===== config.mk =====
export PLATFORM = sky130hd
export DESIGN_NAME = bin_to_bcd8
export DESIGN_NICKNAME = d
export VERILOG_FILES = /design/src/rtl/bin_to_bcd8_pkg.sv /design/src/rtl/bin_to_bcd8_digit_adj.sv /design/src/rtl/bin_to_bcd8.sv
export SDC_FILE = /design/constraint.sdc
export NUM_CORES = 1
export LEC_CHECK = 0
export CORE_UTILIZATION = 41
export CTS_CLUSTER_DIAMETER = 120
export DETAILED_ROUTE_END_ITERATION = 8
export PLACE_DENSITY_LB_ADDON = 0.12
export SYNTH_ARGS = -nofsm -noshare
export SYNTH_HDL_FRONTEND = slang
export SYNTH_SLANG_ARGS = --single-unit

===== constraint.sdc =====
create_clock -name clk -period 3.45 [get_ports clk]
set_input_delay 0.69 -clock clk [delete_from_list [all_inputs] [get_ports clk]]
set_output_delay 0.69 -clock clk [all_outputs]
set_load 0.005 [all_outputs]

===== src/rtl/bin_to_bcd8_pkg.sv =====
// ----------------------------------------------------------------------------
// bin_to_bcd8_pkg
// Shared constants and FSM encoding for the sequential binary-to-BCD
// converter on the seven-segment display path.
//   BIN_W_DEF / DIGITS_DEF : default binary input width and BCD digit count
//   BCD_MAX                : largest value representable in eight BCD digits
//   BCD_SAT                : pattern shown when the input exceeds BCD_MAX
//   state_t                : converter FSM states
// ----------------------------------------------------------------------------
package bin_to_bcd8_pkg;

    localparam int          BIN_W_DEF  = 27;
    localparam int          DIGITS_DEF = 8;
    localparam logic [31:0] BCD_MAX    = 32'd99_999_999;
    localparam logic [31:0] BCD_SAT    = 32'h9999_9999;

    typedef enum logic {
        IDLE  = 1'b0,
        SHIFT = 1'b1
    } state_t;

endpackage


===== src/rtl/bin_to_bcd8_digit_adj.sv =====
// ----------------------------------------------------------------------------
// bcd_digit_adj
// Combinational double-dabble corrector for one BCD digit: a digit in 5..9
// gets +3 so that the following left shift carries correctly into the next
// digit. Any other value passes through unchanged.
//   din  : current 4-bit digit
//   dout : corrected digit
// ----------------------------------------------------------------------------
module bcd_digit_adj (
    input  logic [3:0] din,
    output logic [3:0] dout
);

    always_comb begin
        dout = din;
        if ((din >= 4'd5) && (din <= 4'd9)) begin
            dout = din + 4'd3;
        end
    end

endmodule


===== src/rtl/bin_to_bcd8.sv =====
// ----------------------------------------------------------------------------
// bin_to_bcd8
// Iterative shift-and-add-3 binary-to-BCD converter, one input bit per clock.
// Inputs that do not fit in DIGITS decimal digits saturate to all nines and
// raise ovf.
//
//   state | meaning
//   ------+-------------------------------------------------------------
//   IDLE  | waiting for start; bcd/ovf hold the last result
//   SHIFT | adjusting and shifting one binary bit per clock into the
//         | BCD accumulator; result is loaded when the counter hits 0
//
// Ports:
//   clk   : system clock
//   rst   : synchronous reset, active low
//   start : conversion request, accepted only in IDLE
//   bin   : binary value, captured when start is accepted
//   busy  : conversion in progress
//   done  : one-cycle pulse when bcd/ovf update
//   bcd   : packed BCD result, digit 0 in [3:0]
//   ovf   : last result was saturated
// ----------------------------------------------------------------------------
module bin_to_bcd8
    import bin_to_bcd8_pkg::*;
#(
    parameter int BIN_W  = BIN_W_DEF,
    parameter int DIGITS = DIGITS_DEF
) (
    input  logic                  clk,
    input  logic                  rst,
    input  logic                  start,
    input  logic [BIN_W-1:0]      bin,
    output logic                  busy,
    output logic                  done,
    output logic [4*DIGITS-1:0]   bcd,
    output logic                  ovf
);

    localparam int BCD_W = 4 * DIGITS;
    localparam int CNT_W = $clog2(BIN_W);

    state_t             state, state_nxt;
    logic [CNT_W-1:0]   cnt, cnt_nxt;
    logic [BIN_W-1:0]   sr, sr_nxt;
    logic [BCD_W-1:0]   acc, acc_nxt;
    logic               flag, flag_nxt;
    logic [BCD_W-1:0]   bcd_nxt;
    logic               ovf_nxt;
    logic               done_nxt;
    logic               busy_nxt;

    logic [BCD_W-1:0]   acc_adj;
    logic [BCD_W-1:0]   acc_shift;
    logic               bin_ovf;

    for (genvar d = 0; d < DIGITS; d++) begin : g_adj
        bcd_digit_adj u_adj (
            .din  (acc[4*d +: 4]),
            .dout (acc_adj[4*d +: 4])
        );
    end

    // Carry out of the top digit is dropped; the overflow flag covers it.
    assign acc_shift = {acc_adj[BCD_W-2:0], sr[BIN_W-1]};
    assign bin_ovf   = 64'(bin) > 64'(BCD_MAX);

    always_ff @(posedge clk) begin
        if (!rst) begin
            state <= IDLE;
            cnt   <= '0;
            sr    <= '0;
            acc   <= '0;
            flag  <= 1'b0;
            bcd   <= '0;
            ovf   <= 1'b0;
            done  <= 1'b0;
            busy  <= 1'b0;
        end else begin
            state <= state_nxt;
            cnt   <= cnt_nxt;
            sr    <= sr_nxt;
            acc   <= acc_nxt;
            flag  <= flag_nxt;
            bcd   <= bcd_nxt;
            ovf   <= ovf_nxt;
            done  <= done_nxt;
            busy  <= busy_nxt;
        end
    end

    always_comb begin
        state_nxt = state;
        cnt_nxt   = cnt;
        sr_nxt    = sr;
        acc_nxt   = acc;
        flag_nxt  = flag;
        bcd_nxt   = bcd;
        ovf_nxt   = ovf;
        done_nxt  = 1'b0;
        busy_nxt  = busy;

        case (state)
            IDLE: begin
                busy_nxt = 1'b0;
                if (start) begin
                    sr_nxt    = bin;
                    acc_nxt   = '0;
                    cnt_nxt   = CNT_W'(BIN_W - 1);
                    flag_nxt  = bin_ovf;
                    busy_nxt  = 1'b1;
                    state_nxt = SHIFT;
                end
            end
            SHIFT: begin
                sr_nxt  = {sr[BIN_W-2:0], 1'b0};
                acc_nxt = acc_shift;
                if (cnt == '0) begin
                    bcd_nxt   = flag ? BCD_W'(BCD_SAT) : acc_shift;
                    ovf_nxt   = flag;
                    done_nxt  = 1'b1;
                    busy_nxt  = 1'b0;
                    state_nxt = IDLE;
                end else begin
                    cnt_nxt = cnt - 1'b1;
                end
            end
            default: begin
                state_nxt = IDLE;
                busy_nxt  = 1'b0;
            end
        endcase
    end

endmodule


==> impl_results.md <==
- Synth top area cells: dfxtp_1, nor2_1, mux2i_1, a21oi_1, ha_1
- Yosys Warn Count: 0
- Worst slack, placed: 1.20 ns
- Drt wl/cell: roughly 15 µm
- CP bufs+invs: 0
- DRT Pass-1 Iters: 5
- Max IR drop VDD: 0.359 mV
- Core Util, Final: 51.3%
- Hold_buf cts: 0
- Drt total wl: 11300 µm
- Largest delay contributor family on the critical path: flip-flops
- Share of layout cells above drive strength 1: ~7.3%
- Slowest stage delay, CP: 0.74 ns
- Final #Nets: 655
- Final setup fails: 0
- Routed vias/inst: 5.32
- Pleak: around 2.2 nW
- CP required: 3.66 ns
- R2R depth: 4
- Root Driver: clkbuf_16
- Most frequent cells in the layout: dfxtp_1, nor2_1, clkdlybuf4s50_1, a21oi_1, o21ai_1
- Sequential area share after synthesis: 41.7%
- Pin count of the biggest net entering global routing: 33
- Final-report hold violation count: 0
- Setup bufs post-CTS: 0
- Worst-Skew Late Latency: 0.35 ns
- Io pins: 65
- Worst Tran Pin Value: around 0.67 ns
- Number of synthesized flops with an enable pin: 0
- CTS tree: yes
- Pwr Density: about 440 nW/µm²
- Ys async rst share: 0%
- Crit path max fanout: 32
- Clock Pin Slew Worst Setup and Hold Paths: 0.07 ns
- Area used by multi-input combinational logic: 2580 µm²
- Syn Inst Count: 557
- Top-area cell type share of the netlist area: a little over two fifths
- Critical path type: reg -> reg
- Seq cells post-synth: 101
- HP Class: reg -> reg
- Mapped cell area: 4850 µm²
- DRC violations left: 0
- Post-route cell area: 5880 µm²
- Main flop type after synthesis: dfxtp_1
- Cell Chain, Critical Path: and4bb_4 -> nand2_1 -> o21ai_1 -> a221oi_1
- Sink Count: between 100 and 150
- Routed Antenna Nets: 0
- Total global routing overflow: 0
- Sequential standard cell area: 2020 µm²
- Fmax: 492 MHz
- Post-synth top area cell: dfxtp_1
- Vias in the first global route: 3837
- Worst hold path depth: 2
- Fin crit share: 58.9%
- Crit. End Element: flip-flop
- Placer Congestion: around 0.79
- Die height: approximately 110 µm
- Placed cell areas: 5580 µm²
- Clk buf depth: 2
- Reg-to-Reg Start: state
- Final min period: slightly above 2 ns
- Chip width: roughly 110 µm
- CP max stage cell: dfxtp_2
- Initial DRC Count: 147
- Number of distinct library cells after synthesis: 59
- Layout Cells excl Fill: 756
- WP data arrival: between 2 and 2.5 ns
- Slew margin rel.: 55.4%
- # Max-Cap Violations: 0
- Hold Path End: bcd[2]
- Core Area: 11500 µm²
- GR Util All Layers: a little under a fifth
- PostCTS Resize Cnt: 0
- Port Buf Inserts: 64
- Status: complete, no violations
- Mapped Nets: ~600
- RR Endpoint: cnt[1]
- Commonest non-fill, non-tap cell in the layout: dfxtp_1
- Layout Area Growth over Synthesis: 21.4%
- Initial antenna violation count: 0
- Setup ws final: 1.42 ns
- HP Start: bcd[2]
- Antenna cells: 0
- Slew Viols, Final: 0
- Worst setup SP type: flip-flop
- First-pass GRT wire length: 18900 µm
- Starting Density: between 40 and 50%
- # rows: 39
- Via count: roughly 4k
- Htree depth: 3
- Setup TNS: 0 ns
- Unrepaired setup endpoints after global routing: false
- Total CTS buffers: 9
- Reg-to-reg slack, setup: 1.42 ns
- Worst clock skew: 0.00971 ns
- FILL cells: 1091
- Syn Area/Cell: 8.70 µm²
- Dpl cells: 740
- Detail Placement HPWL: slightly below 8000 µm
- Area of the die: between 10000 and 15000 µm²
## where the power goes
part | total [W] | switching, W | leakage [nW] | internal (W)
combinational | 0.000310 | 0.000167 | 1.26 | 0.000143
sequential | 0.00126 | 0.0000462 | 0.821 | 0.00122
clock | 0.00103 | 0.000429 | 0.150 | 0.000603
## cell type report
| cell class | instances | area share, % |
|---|---|---|
| Tap cell | 143 | 3.04 |
| Multi-Input combinational cell | 398 | 43.8 |
| Inverter | 25 | 1.60 |
| Timing Repair Buffer | 73 | 12.0 |
| Clock inverter | 3 | 0.745 |
| Sequential cell | 101 | 34.4 |
| Clock buffer | 13 | 4.42 |
## per-stage QoR
| step | hold WS [ns] | power [W] |
|---|---|---|
| after global routing | 0.484 | 0.00271 |
| after global placement | 0.440 | 0.00160 |
| after detailed placement | 0.444 | 0.00160 |
| after floorplan | 0.442 | 0.00147 |
| final | 0.451 | 0.00261 |
| after CTS | 0.453 | 0.00264 |
## worst register-to-register path: cells and delay by family (launching register included)
kind	cells	cell delay (ns)
and+or+nand+nor	2	0.74
DFF	1	0.74
AOI/OAI and AO/OA	2	0.43
## layer usage
metal	wire (µm)	part of all wire, %	GRT usage, %
met1	5370	48	24.1
met2	5330	47	31.8
met3	512	4.5	5.74
met4	71	0.63	3.73
met5	0	0	0
## flip-flops by register name, indices dropped and copies added, names as in the netlist
name / count
acc: 32
bcd: 32
busy: 1
cnt: 5
done: 1
flag: 1
ovf: 1
sr: 27
state: 1
## kinds of logic (layout without fill, tap and decap cells)
family / Yosys count / in the layout / synth area share [%]
AO/OA/AOI/OAI: 152 / 152 / 20.6
XOR/XNOR: 12 / 12 / 2.17
adder cells (fa/ha/maj): 17 / 17 / 4.39
buffers and inverters: 58 / 114 / 5.06
flip-flops: 101 / 101 / 41.7
multiplexers: 33 / 33 / 6.97
AND/OR/NAND/NOR: 184 / 184 / 19.1
## worst max-delay path by stage
stage / from / to / slack, ns / depth (start not counted)
final: state / cnt[1] / 1.42 / 4
after global placement: rst / bcd[1] / 1.21 / 5
after global routing: state / bcd[7] / 1.25 / 4
after floorplan: rst / bcd[21] / 1.76 / 7
after detailed placement: rst / bcd[21] / 1.20 / 6
after CTS: cnt[0] / cnt[1] / 1.43 / 6
## cell usage after synthesis, types with 3 or more instances
cell type	n
o22ai_1	3
nor2_1	85
inv_1	22
ha_1	17
nor3b_1	7
o2bb2ai_1	4
a32oi_1	4
and4b_1	4
a22o_1	12
o221a_1	6
buf_1	6
a31oi_1	4
a21o_1	4
nand2_1	25
nor2b_1	18
dfxtp_1	101
buf_2	13
xor2_1	4
o21ai_0	12
buf_4	3
mux2i_1	27
nor3_1	18
o21ai_1	31
xnor2_1	8
clkbuf_1	11
o22a_1	7
mux2_2	5
nand2b_1	8
a21oi_1	47
o21a_1	4
Power figures use the tool's default switching activity.
